### src/rtl/bcd_bin_seq_if.sv
// bcd_bin_seq_if: valid/ready operand and result bus for the iterative BCD/binary converter
interface bcd_bin_seq_if #(
  parameter int DECLEN = 9,
  parameter int BINLEN = 30
);
  logic in_valid, in_ready, mode, out_valid, out_ready, ovf, bad_digit;
  logic [DECLEN*4-1:0] bcd_in, bcd_out;
  logic [BINLEN-1:0] bin_in, bin_out;
  modport master (
    output in_valid, mode, bcd_in, bin_in, out_ready,
    input  in_ready, out_valid, bin_out, bcd_out, ovf, bad_digit
  );
  modport slave (
    input  in_valid, mode, bcd_in, bin_in, out_ready,
    output in_ready, out_valid, bin_out, bcd_out, ovf, bad_digit
  );
endinterface

### src/rtl/bcd_bin_seq.sv
// bcd_bin_seq: iterative BCD->binary (digit MAC) / binary->BCD (double dabble) converter
module bcd_bin_seq #(
  parameter int DECLEN = 9,
  parameter int BINLEN = 30
) (
  input logic         clk,
  input logic         rst_n,
  bcd_bin_seq_if.slave bus
);
  localparam int DW = DECLEN * 4;
  localparam int MW = BINLEN + 4;
  localparam int MX = DECLEN > BINLEN ? DECLEN : BINLEN;
  localparam int CW = $clog2(MX + 1);
  typedef enum logic [1:0] {IDLE, RUN, DONE} state_t;
  state_t r_state;
  logic r_mode, r_ovf, r_bad;
  logic [CW-1:0] r_cnt;
  logic [DW-1:0] r_bcd_sh, r_dd, r_bcd_out;
  logic [BINLEN-1:0] r_acc, r_bin_sh, r_bin_out;
  logic [3:0] w_dig;
  logic [MW-1:0] w_mac;
  logic [DW-1:0] w_adj, w_dd;
  logic w_last;
  assign w_dig  = r_bcd_sh[DW-1 -: 4];
  assign w_mac  = MW'(r_acc) * MW'(10) + MW'(w_dig);
  // double dabble: add 3 to every digit >= 5, then shift {bcd,bin} left by one
  for (genvar g = 0; g < DECLEN; g++) begin : g_adj
    assign w_adj[4*g +: 4] = r_dd[4*g +: 4] >= 4'd5 ? r_dd[4*g +: 4] + 4'd3 : r_dd[4*g +: 4];
  end
  assign w_dd   = {w_adj[DW-2:0], r_bin_sh[BINLEN-1]};
  assign w_last = r_cnt == (r_mode ? CW'(BINLEN - 1) : CW'(DECLEN - 1));
  assign bus.in_ready  = r_state == IDLE;
  assign bus.out_valid = r_state == DONE;
  assign bus.bin_out   = r_bin_out;
  assign bus.bcd_out   = r_bcd_out;
  assign bus.ovf       = r_ovf;
  assign bus.bad_digit = r_bad;
  always_ff @(posedge clk or negedge rst_n) begin
    if (!rst_n) begin
      r_state   <= IDLE;
      r_mode    <= 1'b0;
      r_cnt     <= '0;
      r_ovf     <= 1'b0;
      r_bad     <= 1'b0;
      r_acc     <= '0;
      r_dd      <= '0;
      r_bcd_sh  <= '0;
      r_bin_sh  <= '0;
      r_bin_out <= '0;
      r_bcd_out <= '0;
    end else if (r_state == IDLE) begin
      if (bus.in_valid) begin
        r_state  <= RUN;
        r_mode   <= bus.mode;
        r_cnt    <= '0;
        r_ovf    <= 1'b0;
        r_bad    <= 1'b0;
        r_acc    <= '0;
        r_dd     <= '0;
        r_bcd_sh <= bus.bcd_in;
        r_bin_sh <= bus.bin_in;
      end
    end else if (r_state == RUN) begin
      r_cnt <= r_cnt + 1'b1;
      if (r_mode) begin
        r_dd     <= w_dd;
        r_bin_sh <= r_bin_sh << 1;
        r_ovf    <= r_ovf | w_adj[DW-1];
        if (w_last) r_bcd_out <= w_dd;
      end else begin
        r_acc    <= w_mac[BINLEN-1:0];
        r_bcd_sh <= r_bcd_sh << 4;
        r_ovf    <= r_ovf | (|w_mac[MW-1:BINLEN]);
        r_bad    <= r_bad | (w_dig > 4'd9);
        if (w_last) r_bin_out <= w_mac[BINLEN-1:0];
      end
      if (w_last) r_state <= DONE;
    end else if (bus.out_ready) begin
      r_state <= IDLE;
    end
  end
endmodule

### src/flat_wrapper.sv
// flat-port wrapper written by rule: the top's interface ports become plain ports
module bcd_bin_seq_flat 
#(
  parameter int DECLEN = 9,
  parameter int BINLEN = 30
)
  (clk, rst_n, bus_in_valid, bus_mode, bus_bcd_in, bus_bin_in, bus_out_ready, bus_in_ready, bus_out_valid, bus_bin_out, bus_bcd_out, bus_ovf, bus_bad_digit);
  bcd_bin_seq_if #(.DECLEN(DECLEN), .BINLEN(BINLEN)) bus_i ();
  input logic clk;
  input logic rst_n;
  input wire logic [$bits(bus_i.in_valid)-1:0] bus_in_valid;
  input wire logic [$bits(bus_i.mode)-1:0] bus_mode;
  input wire logic [$bits(bus_i.bcd_in)-1:0] bus_bcd_in;
  input wire logic [$bits(bus_i.bin_in)-1:0] bus_bin_in;
  input wire logic [$bits(bus_i.out_ready)-1:0] bus_out_ready;
  output wire logic [$bits(bus_i.in_ready)-1:0] bus_in_ready;
  output wire logic [$bits(bus_i.out_valid)-1:0] bus_out_valid;
  output wire logic [$bits(bus_i.bin_out)-1:0] bus_bin_out;
  output wire logic [$bits(bus_i.bcd_out)-1:0] bus_bcd_out;
  output wire logic [$bits(bus_i.ovf)-1:0] bus_ovf;
  output wire logic [$bits(bus_i.bad_digit)-1:0] bus_bad_digit;
  assign bus_i.in_valid = bus_in_valid;
  assign bus_i.mode = bus_mode;
  assign bus_i.bcd_in = bus_bcd_in;
  assign bus_i.bin_in = bus_bin_in;
  assign bus_i.out_ready = bus_out_ready;
  assign bus_in_ready = bus_i.in_ready;
  assign bus_out_valid = bus_i.out_valid;
  assign bus_bin_out = bus_i.bin_out;
  assign bus_bcd_out = bus_i.bcd_out;
  assign bus_ovf = bus_i.ovf;
  assign bus_bad_digit = bus_i.bad_digit;
  bcd_bin_seq #(.DECLEN(DECLEN), .BINLEN(BINLEN)) u_core (.clk(clk), .rst_n(rst_n), .bus(bus_i));
endmodule
### config.mk
export PLATFORM = sky130hd
export DESIGN_NAME = bcd_bin_seq_flat
export DESIGN_NICKNAME = d
export VERILOG_FILES = /design/src/rtl/bcd_bin_seq_if.sv /design/src/rtl/bcd_bin_seq.sv /design/src/flat_wrapper.sv
export SDC_FILE = /design/constraint.sdc
export NUM_CORES = 1
export LEC_CHECK = 0
export CAP_MARGIN = 20
export CORE_ASPECT_RATIO = 1.4
export CORE_MARGIN = 3
export CORE_UTILIZATION = 57
export CTS_CLUSTER_SIZE = 14
export DETAILED_ROUTE_END_ITERATION = 8
export PLACE_DENSITY_LB_ADDON = 0.12
export RECOVER_POWER = 25
export SYNTH_ARGS = -nofsm -noshare
export SYNTH_HDL_FRONTEND = slang
export SYNTH_SLANG_ARGS = --single-unit
### constraint.sdc
create_clock -name clk -period 3.9 [get_ports clk]
set_input_delay 0.585 -clock clk [delete_from_list [all_inputs] [get_ports clk]]
set_output_delay 0.585 -clock clk [all_outputs]
set_load 0.1 [all_outputs]
==> flow_summary.toml <==
[cts]
insertion_delay_ps = 510
cts_buffers = 22
hold_buffers = 0
cts.sinks = 208
clock-root-buffer = "clkbuf_16"
cts_tree = "done"
clockBufferDepth = 3
clkTransAtPathRegs_ps = 60
cts_htree_levels = 1

[hold_path]
worstHoldStart = "u_core.bus.bin_out[15]"
holdPathEnd = "u_core.bus.bin_out[15]"
hold_path.class = "reg -> reg"
hold_depth = 2

[yosys]
synth_top_area_cell = "dfrtp_1"
synthTopCellsByArea = "dfrtp_1 (43%), ha_1 (8.1%), mux2i_1 (5.8%)"
ys_ff_latch = 208
synthArstFlopShare_pct = 100
synth_ff_type = "dfrtp_1"
synth_common_cells = "dfrtp_1 (208), nand2_1 (181), o21ai_0 (108)"
syn_nets = 1391
ys_warn_count = 0
syn_inst = 1240
synth.avg_cell_area_um2 = 9.66
yosysUniqueCellTypes = 83
ys_seq_area_share_pct = 43.4
synth_area_mm2 = 0.0120
yosysMostFrequentCell = "dfrtp_1"
synth_top_area_share_pct = 43.4
synth-edff-count = 0

[drt]
first_pass_iters = 6
wire_per_inst_um = 18.4
route.detailed.drc = 0
drt_iter0_markers = 621
post_drt_via_cell_ratio = 5.95
ant_nets = 0
vias = 9867
drt-total-wl_mm = 30.5

[critical_path]
crit_path_cell_trace = "ha_1, ha_1, buf_4, nand4_1, nor4_1, a22oi_2, and4_1, a2111oi_4, nand4_2, nor4b_4, a311o_1, nand3_1"
required_ps = 4300
reg2reg_to = "u_core.bus.ovf"
cpMaxStageDelayCell = "nor4b_4"
worstSetupStartpointType = "flip-flop"
cp_max_fo = 6
rrSetupSlack_ps = 150
reg2reg_from = "u_core.r_acc[11]"
crit_type = "reg -> reg"
slowest_delay_ps = 480
critPathArrivalTime_ps = 4140
reg2reg_depth = 12
crit_top_cell = "ha_1"
end_kind = "flip-flop"

[grt]
grt_pass1_wl_mm = 50.1
use_met1_pct = 31.5
antenna_found_initial = 0
top_usage_layer = "met2"
gr-total-overflow = 0
grt_pass1_vias = 10100
grt_max_degree = 108
met3_usage_pct = 4.49
grtUsageMet2_pct = 49.9
grt_usage_pct = 26.9

[final_layout]
area_delta_synth_final_pct = 21.9
layout-drive-gt1-share_pct = 10.1
fin_nets = 1539
post-route-util_pct = 71.1
diodes = 0
fillers = 1583
final_cell_area_mm2 = 0.0146

[floorplanning]
die_h_um = 178
dieArea_mm2 = 0.0228
die_w_um = 129
coreArea_mm2 = 0.0206
io-pin-count = 141
initial_core_util_pct = 58.3
rows = 62

[status]
violations = "capacitance limit, slew limit"
status = "complete, but fails checks"

[timing]
fin_crit_sh_pct = 96.1
max_slew_margin_pct = -86.4
maxSlewViolCount = 107
max_freq_ghz = 0.267
hold_violations = 0
setup_viol_count_final = 0
finClkSkew_ps = 12.5
finalCriticalPeriod_ps = 3750
worst_pin_slew_ps = 2800

[place]
place.gp.congestion = 0.977
postPlaceCellArea_mm2 = 0.0138
dp_hpwl_mm = 21.8
port_buffers = 140

[flow_run]
drv_cap = 1
## critical path: cells and delay by family (launching register included)
kind            cells  cell delay [ps]
buf+inv             1              170
simple gates        6             1610
flops               1              420
fa+ha+maj           2              680
compound gates      3              740
## how the worst max path moves through the flow
stage | start | end | cells past startpoint
floorplan | u_core.r_acc[1] | u_core.bus.ovf | 12
global placement | u_core.r_acc[1] | u_core.bus.ovf | 12
detailed placement | u_core.r_acc[1] | u_core.bus.ovf | 12
CTS | u_core.r_acc[1] | u_core.bus.ovf | 12
global route | u_core.r_acc[9] | u_core.r_acc[29] | 12
finish | u_core.r_acc[11] | u_core.bus.ovf | 12
## placed cells by master (no fill, tap or decap), types with 30 or more instances in the layout
master / instances
a21oi_1: 89
buf_4: 47
clkdlybuf4s50_1: 138
dfrtp_1: 208
ha_1: 76
inv_1: 30
mux2i_1: 70
nand2_1: 179
nor2_1: 73
o21ai_0: 108
xnor2_1: 31
## cell families (layout without fill, tap and decap cells)
logic type | after synthesis | after routing | synth area share (%)
adder cells (fa/ha/maj) | 80 | 80 | 8.48
buffers and inverters | 93 | 255 | 3.18
flip-flops | 208 | 208 | 43.4
XOR/XNOR | 53 | 53 | 3.94
AND/OR/NAND/NOR | 376 | 376 | 14.9
AO/OA/AOI/OAI | 348 | 348 | 19.1
multiplexers | 82 | 82 | 6.97
## final cells by class
cell class | count | area, um2 | area share (%)
multi-input combinational | 939 | 6480 | 44.3
sequential | 208 | 5200 | 35.6
timing repair buffer | 187 | 1760 | 12.0
clock buffer | 31 | 646 | 4.42
tap | 256 | 320 | 2.19
inverter | 30 | 113 | 0.771
clock inverter | 7 | 90.1 | 0.617
## metrics by stage
step | std cells | setup TNS, ps | setup WS [ps] | hold slack [ps]
finish | 1658 | 0 | 154 | 474
global route | 1658 | -30.1 | -30.1 | 497
CTS | 1651 | 0 | 87.9 | 219
detailed placement | 1613 | 0 | 111 | 461
global placement | 1613 | 0 | 177 | 454
floorplan | 1240 | 0 | 475 | 289
## layer usage
layer  share of wire [%]  vias up
li1                    -     4765
met1                  39     4780
met2                  53      249
met3                 4.9       73
met4                 2.8        0
met5                   0        -
## flip-flops by register name (all words and copies together), names as in the netlist
| signal | count |
|---|---|
| u_core.r_state | 2 |
| u_core.r_cnt | 5 |
| u_core.r_acc | 30 |
| u_core.bus.bin_out | 30 |
| u_core.r_bin_sh | 30 |
| u_core.bus.ovf | 1 |
| u_core.bus.bcd_out | 36 |
| u_core.r_dd | 36 |
| u_core.r_bcd_sh | 36 |
| u_core.bus.bad_digit | 1 |
| u_core.r_mode | 1 |
## what timing repair did
item,CTS,global route
gates resized for setup,0,11
setup buffers,0,7
endpoints found under the setup margin,0,24
Power is not shown: default switching activity piles up to over one toggle a cycle in this logic, so the estimate is an artifact.
